## src/rtl/uart_tx_param.sv

```systemverilog
// UART transmitter with a write-side FIFO, a clock-derived baud prescaler and a
// runtime-selectable frame format (5-8 data bits, optional parity, 1/2 stop bits).
module uart_tx_param #(
  parameter int unsigned FIFO_DEPTH = 16,
  parameter int unsigned DIV_W      = 16,
  parameter int unsigned OVS        = 16
) (
  input  logic                        clk,
  input  logic                        resetn,
  input  logic [7:0]                  data_in,
  input  logic                        write_en,
  input  logic                        tx_en,
  input  logic [1:0]                  data_len,
  input  logic                        parity_en,
  input  logic                        parity_type,
  input  logic                        stop2,
  input  logic [DIV_W-1:0]            baud_div,
  input  logic [1:0]                  tx_thr_val,
  output logic                        txd,
  output logic                        tx_busy,
  output logic                        fifo_full,
  output logic                        fifo_empty,
  output logic [$clog2(FIFO_DEPTH):0] fifo_count,
  output logic                        tx_thr,
  output logic                        wr_overflow
);

  localparam int unsigned AW = $clog2(FIFO_DEPTH);
  localparam int unsigned CW = AW + 1;
  localparam int unsigned OW = (OVS > 1) ? $clog2(OVS) : 1;

  typedef enum logic [2:0] {
    StIdle,
    StStart,
    StData,
    StParity,
    StStop
  } state_e;

  // FIFO storage and bookkeeping
  logic [7:0]    mem_q [FIFO_DEPTH];
  logic [AW-1:0] wr_ptr_q, rd_ptr_q;
  logic [CW-1:0] count_q;
  logic          full, push, pop;
  logic          ovf_q, thr_q;
  logic [CW-1:0] thr_level;

  // Transmit engine
  state_e           state_q;
  logic             txd_q, busy_q;
  logic [DIV_W-1:0] presc_q;
  logic [OW-1:0]    ovs_q;
  logic [2:0]       bit_idx_q;
  logic             stop_idx_q;
  logic [7:0]       data_q;
  logic [1:0]       len_q;
  logic             par_en_q, par_odd_q, stop2_q;

  logic       tick, bit_end, can_start, frame_done, last_bit, par_bit;
  logic [2:0] next_idx;
  logic [7:0] len_mask;

  assign full       = (count_q == CW'(FIFO_DEPTH));
  assign can_start  = tx_en && (count_q != '0);
  assign tick       = busy_q && (presc_q >= baud_div);
  assign bit_end    = tick && (ovs_q == OW'(OVS - 1));
  assign frame_done = (state_q == StStop) && bit_end && (stop_idx_q == stop2_q);
  // A new frame starts either from idle or straight out of the final stop bit.
  assign pop        = can_start && ((state_q == StIdle) || frame_done);
  assign push       = write_en && (!full || pop);

  assign next_idx = bit_idx_q + 3'd1;
  assign last_bit = (bit_idx_q == (3'd4 + {1'b0, len_q}));
  assign len_mask = 8'hFF >> (2'd3 - len_q);
  assign par_bit  = (^(data_q & len_mask)) ^ par_odd_q;

  always_comb begin
    thr_level = '0;
    case (tx_thr_val)
      2'b00:   thr_level = '0;
      2'b01:   thr_level = CW'(FIFO_DEPTH / 4);
      2'b10:   thr_level = CW'(FIFO_DEPTH / 2);
      default: thr_level = CW'((3 * FIFO_DEPTH) / 4);
    endcase
  end

  always_ff @(posedge clk) begin
    if (push) begin
      mem_q[wr_ptr_q] <= data_in;
    end
  end

  always_ff @(posedge clk or negedge resetn) begin
    if (!resetn) begin
      wr_ptr_q <= '0;
      rd_ptr_q <= '0;
      count_q  <= '0;
      ovf_q    <= 1'b0;
      thr_q    <= 1'b1;
    end else begin
      if (push) begin
        wr_ptr_q <= wr_ptr_q + AW'(1);
      end
      if (pop) begin
        rd_ptr_q <= rd_ptr_q + AW'(1);
      end
      case ({push, pop})
        2'b10:   count_q <= count_q + CW'(1);
        2'b01:   count_q <= count_q - CW'(1);
        default: count_q <= count_q;
      endcase
      ovf_q <= write_en && full && !pop;
      thr_q <= (count_q <= thr_level);
    end
  end

  always_ff @(posedge clk or negedge resetn) begin
    if (!resetn) begin
      state_q    <= StIdle;
      txd_q      <= 1'b1;
      busy_q     <= 1'b0;
      presc_q    <= '0;
      ovs_q      <= '0;
      bit_idx_q  <= '0;
      stop_idx_q <= 1'b0;
      data_q     <= '0;
      len_q      <= '0;
      par_en_q   <= 1'b0;
      par_odd_q  <= 1'b0;
      stop2_q    <= 1'b0;
    end else if (pop) begin
      // Format is captured here so mid-frame input changes cannot disturb the frame.
      state_q    <= StStart;
      txd_q      <= 1'b0;
      busy_q     <= 1'b1;
      presc_q    <= '0;
      ovs_q      <= '0;
      bit_idx_q  <= '0;
      stop_idx_q <= 1'b0;
      data_q     <= mem_q[rd_ptr_q];
      len_q      <= data_len;
      par_en_q   <= parity_en;
      par_odd_q  <= parity_type;
      stop2_q    <= stop2;
    end else begin
      if (busy_q) begin
        if (tick) begin
          presc_q <= '0;
          ovs_q   <= (ovs_q == OW'(OVS - 1)) ? '0 : ovs_q + OW'(1);
        end else begin
          presc_q <= presc_q + DIV_W'(1);
        end
      end
      if (bit_end) begin
        case (state_q)
          StStart: begin
            state_q   <= StData;
            bit_idx_q <= '0;
            txd_q     <= data_q[0];
          end
          StData: begin
            if (!last_bit) begin
              bit_idx_q <= next_idx;
              txd_q     <= data_q[next_idx];
            end else if (par_en_q) begin
              state_q <= StParity;
              txd_q   <= par_bit;
            end else begin
              state_q    <= StStop;
              stop_idx_q <= 1'b0;
              txd_q      <= 1'b1;
            end
          end
          StParity: begin
            state_q    <= StStop;
            stop_idx_q <= 1'b0;
            txd_q      <= 1'b1;
          end
          StStop: begin
            if (stop_idx_q != stop2_q) begin
              stop_idx_q <= 1'b1;
            end else begin
              state_q <= StIdle;
              busy_q  <= 1'b0;
              txd_q   <= 1'b1;
            end
          end
          default: begin
            state_q <= StIdle;
            txd_q   <= 1'b1;
          end
        endcase
      end
    end
  end

  assign txd         = txd_q;
  assign tx_busy     = busy_q;
  assign fifo_full   = full;
  assign fifo_empty  = (count_q == '0);
  assign fifo_count  = count_q;
  assign tx_thr      = thr_q;
  assign wr_overflow = ovf_q;

endmodule
```

## config.mk

```make
export PLATFORM = sky130hd
export DESIGN_NAME = uart_tx_param
export DESIGN_NICKNAME = d
export VERILOG_FILES = /design/src/rtl/uart_tx_param.sv
export SDC_FILE = /design/constraint.sdc
export NUM_CORES = 1
export LEC_CHECK = 0
export BUFFER_PORTS_ARGS = -buffer_cell sky130_fd_sc_hd__buf_2
export CAP_MARGIN = 20
export CORE_MARGIN = 5
export CORE_UTILIZATION = 55
export DETAILED_ROUTE_END_ITERATION = 10
export PLACE_DENSITY = 0.87
export RECOVER_POWER = 50
export SKIP_CTS_REPAIR_TIMING = 1
export SLEW_MARGIN = 10
export SYNTH_ARGS = -nofsm -noshare
export SYNTH_HDL_FRONTEND = slang
export SYNTH_SLANG_ARGS = --single-unit
```

## constraint.sdc

```tcl
create_clock -name clk -period 3.19 [get_ports clk]
set_clock_uncertainty 0.05 [all_clocks]
set_input_delay 0.4785 -clock clk [delete_from_list [all_inputs] [get_ports clk]]
set_output_delay 0.4785 -clock clk [all_outputs]
set_load 0.02 [all_outputs]
```

==> run metrics <==
WL met1 7471 um; setup total negative slack 0 ns; most frequent standard cell in the layout excluding fill and tap cells sky130_fd_sc_hd__edfxtp_1; number of failing setup endpoints in the final timing report 0; startpoint of the tightest hold check path data_len[1]; Area growth syn-to-layout 13.76%; Detailed Routing Iterations Pass 1 5; met3 wirelength from detailed routing 1165 um; switching share of power 28.16%; chip height 134.7 um; Reg2Reg Capture Point fifo_count[4]$_DFFE_PN0P_; number of antenna violations at the first check in global routing 0; num ports 46; part of the Yosys area used for sequential elements 61.62%; max-slew violation count 0; Initial DRC Count 656; core occupancy in the finished layout 63.80%; Min-Delay Endpoint len_q[1]$_DFFE_PN0N_; beginning of the worst register-to-register path presc_q[0]$_DFFE_PN0P_; clock power share 35.6%; number of buffers created by CTS 17; DR WL met2 9910 um; highest-count cells in the layout ignoring fill and taps sky130_fd_sc_hd__edfxtp_1 (128), sky130_fd_sc_hd__nand2_1 (77), sky130_fd_sc_hd__dfrtp_1 (54); fraction of post-synthesis cell area in the top cell type by area 44.92%; Switching Power 1.624 mW; TritonCTS clock tree built; number of enable-type register cells in the synthesized netlist 128; internal power component 4.143 mW; maximum resistive drop on vdd 0.5111 mV; tightest slew margin relative to the limit 2.451%; number of hold violations in the final report 0; number of rows in the core area 45; die outline area 18150 sq um; total overflow reported by the global router 0; post-synthesis register bit count 185; endpoint class of the critical path flop; cell area after technology mapping 8557 sq um; delay contributed by the slowest stage of the critical path 0.42 ns; slack of the worst reg-to-reg path 0.09 ns; uppermost layer routed met4; Avg Synthesized Cell Area 14.07 sq um; global-route wire length before repair 30130 um; dominant cells by area after synthesis sky130_fd_sc_hd__edfxtp_1 (45%), sky130_fd_sc_hd__dfrtp_1 (16%), sky130_fd_sc_hd__mux4_2 (11%), sky130_fd_sc_hd__ha_1 (4.1%), sky130_fd_sc_hd__nand2_1 (3.4%); Port-buffer cells 45; weighted congestion at the end of routability-driven global placement 0.8465; main flop type after synthesis sky130_fd_sc_hd__edfxtp_1; RSZ-0062 raised after global routing true; Buf+Inv Stages, Crit Path 1; status finished, final reports clean; cell with the largest stage delay on the worst path sky130_fd_sc_hd__a2111o_1; Diodes inserted 0; power share of the sequential group 51.8%; share of cells above drive strength 1 24.56%; maximum clock frequency 322.4 MHz; largest net degree at the start of global routing 36; clock network latency to the later pin of the worst-skew pair 0.44 ns; detailed-route wire length 18870 um; max-cap check violation count 0; drt wl/cell 21.08 um; die width 134.7 um; cell taking the most area after synthesis sky130_fd_sc_hd__edfxtp_1; static power due to leakage 3.730 nW; clock tree buffer depth 2; Remaining DRCs 0; number of sinks driven by the clock tree 185; worst setup path class reg2reg; power density over the cells 592.5 nW/um^2; time the worst path needs with I/O delays and setup 3.101 ns; DP HPWL 12200 um; gate count of the mapped netlist 608; Vias/cell 6.061; vias after detailed routing 5425; Combinational Power Share 12.6%; clock edge transition at the registers on the reported setup and hold paths 0.08 ns; Global Route Usage Sum 21.79%; nature of the critical path startpoint flop; Antenna Violating Nets Remaining 0; top fanout value on the critical path 5; number of cells traversed by the worst register-to-register path 14; transition time of the tightest slew-check pin 1.463 ns; H-tree Lvls 4; Synth Net Count 671; Largest delay share family, worst path compound AO/OA/AOI/OAI gates; initial cell density of the core 56.08%; share of synthesized flip-flops with an asynchronous set or reset 30.81%; number of instances on the worst hold path 3; number of library cell types mapped by synthesis 61; data required time of the worst path 3.47 ns; fraction of the cycle the final worst path needs 97.23%; class of the most critical hold timing path in2reg; Net count, final 734; Hold WS 0.1925 ns; worst endpoint data arrival time 3.38 ns; area of the core region 15260 sq um; Yosys Warn Count 0; vias in the first global route 5481; critical path cell sequence inv_1 -> ha_1 -> nand2b_1 -> a2111o_1 -> a311o_1 -> o21ai_2 -> o21ai_4 -> xor2_1 -> ha_2 -> nor2_4 -> nand2_1 -> a21oi_2 -> a22o_1 -> mux2_2; buffer cell driving the clock tree root sky130_fd_sc_hd__clkbuf_16
-- tightest hold or removal path, stage by stage --
cell and delay, ns:
sky130_fd_sc_hd__buf_2 0.08, sky130_fd_sc_hd__nand2_1 0.04, sky130_fd_sc_hd__nand2_1 0.05
-- how the worst max path moves through the flow --
| stage | slack (ns) | from | cells past startpoint | end |
|---|---|---|---|---|
| 2_1_floorplan | 0.04 | baud_div[0] | 13 | fifo_count[4]$_DFFE_PN0P_ |
| 3_3_place_gp | -0.04 | baud_div[0] | 14 | fifo_count[4]$_DFFE_PN0P_ |
| 3_5_place_dp | -0.19 | baud_div[0] | 14 | fifo_count[4]$_DFFE_PN0P_ |
| 4_1_cts | -0.02 | presc_q[9]$_DFFE_PN0P_ | 9 | mem_q[3][5]$_DFFE_PP_ |
| 5_1_grt | -0.07 | presc_q[0]$_DFFE_PN0P_ | 14 | fifo_count[4]$_DFFE_PN0P_ |
| 6_report | 0.09 | presc_q[0]$_DFFE_PN0P_ | 14 | fifo_count[4]$_DFFE_PN0P_ |
-- cells in the mapped netlist, types with 3 or more instances --
cell                       number
sky130_fd_sc_hd__dfrtp_1       55
sky130_fd_sc_hd__clkbuf_1      14
sky130_fd_sc_hd__and3_1         9
sky130_fd_sc_hd__nand2b_1       3
sky130_fd_sc_hd__nor2_1        39
sky130_fd_sc_hd__a31oi_1        8
sky130_fd_sc_hd__nand3b_1       4
sky130_fd_sc_hd__xor2_1        11
sky130_fd_sc_hd__nor3_1        15
sky130_fd_sc_hd__buf_2          8
sky130_fd_sc_hd__a22oi_1        4
sky130_fd_sc_hd__o21ai_1        3
sky130_fd_sc_hd__o21ai_4        3
sky130_fd_sc_hd__a21boi_0       3
sky130_fd_sc_hd__mux2i_1        4
sky130_fd_sc_hd__and3b_1        5
sky130_fd_sc_hd__nand3_1       15
sky130_fd_sc_hd__nand2_1       77
sky130_fd_sc_hd__a21oi_1       12
sky130_fd_sc_hd__inv_1         25
sky130_fd_sc_hd__xnor2_1       12
sky130_fd_sc_hd__o21ai_0       26
sky130_fd_sc_hd__ha_1          28
sky130_fd_sc_hd__mux4_2        42
sky130_fd_sc_hd__nand4_1        7
sky130_fd_sc_hd__edfxtp_1     128
-- state kept, by name (all words and copies together) (netlist names) --
| signal | cells |
|---|---|
| mem_q | 128 |
| presc_q | 16 |
| data_q | 8 |
| fifo_count | 5 |
| ovs_q | 4 |
| rd_ptr_q | 4 |
| wr_ptr_q | 4 |
| bit_idx_q | 3 |
| state_q | 3 |
| len_q | 2 |
| par_en_q | 1 |
| par_odd_q | 1 |
| stop2_q | 1 |
| stop_idx_q | 1 |
| tx_busy | 1 |
| tx_thr | 1 |
| txd | 1 |
| wr_overflow | 1 |
-- metrics by stage --
step                total power [mW]  instances  area (sq um)  setup slack [ns]
floorplan                      3.429        608          8557           0.03553
global route                   5.986        895          9734          -0.07188
global placement               3.645        863          9133          -0.04156
CTS                            5.756        895          9711          -0.02446
detailed placement             3.710        863          9133           -0.1909
finish                         5.767        895          9734           0.08851
-- power by group through the flow --
stage	Clock [mW]	Sequential, mW	Combinational, mW
4_1_cts	2.08	2.98	0.702
3_5_place_dp	0	3.02	0.692
2_1_floorplan	0	2.99	0.435
3_3_place_gp	0	3.00	0.649
6_report	2.06	2.99	0.726
5_1_grt	2.19	3.01	0.789
-- layer usage --
metal | up-vias | global-route usage (%)
met5 | - | 0
met4 | 0 | 5.826
met3 | 33 | 4.955
met2 | 227 | 37.27
met1 | 2741 | 28.38
li1 | 2424 | -
-- area by class of cell --
type,count,area (sq um)
Fill cell,1029,5524
Inverter,25,93.84
Clock inverter,15,152.6
Clock buffer,17,425.4
Sequential cell,185,5274
Tap cell,211,264.0
Multi-Input combinational cell,373,3126
Timing Repair Buffer,69,399.1
-- logic make-up (layout without fill, tap and decap cells) --
| kind of cell | after synthesis | after routing | share of synthesized area (%) |
|---|---|---|---|
| and+or+nand+nor | 189 | 189 | 10.47 |
| DFF | 185 | 185 | 61.62 |
| AOI/OAI and AO/OA | 82 | 82 | 6.711 |
| muxes | 50 | 50 | 12.14 |
| buffers and inverters | 50 | 126 | 2.354 |
| adders and majority gates | 28 | 28 | 4.094 |
| xor gates and xnor gates | 24 | 24 | 2.617 |
No activity file was read; power rests on OpenSTA's default activity.
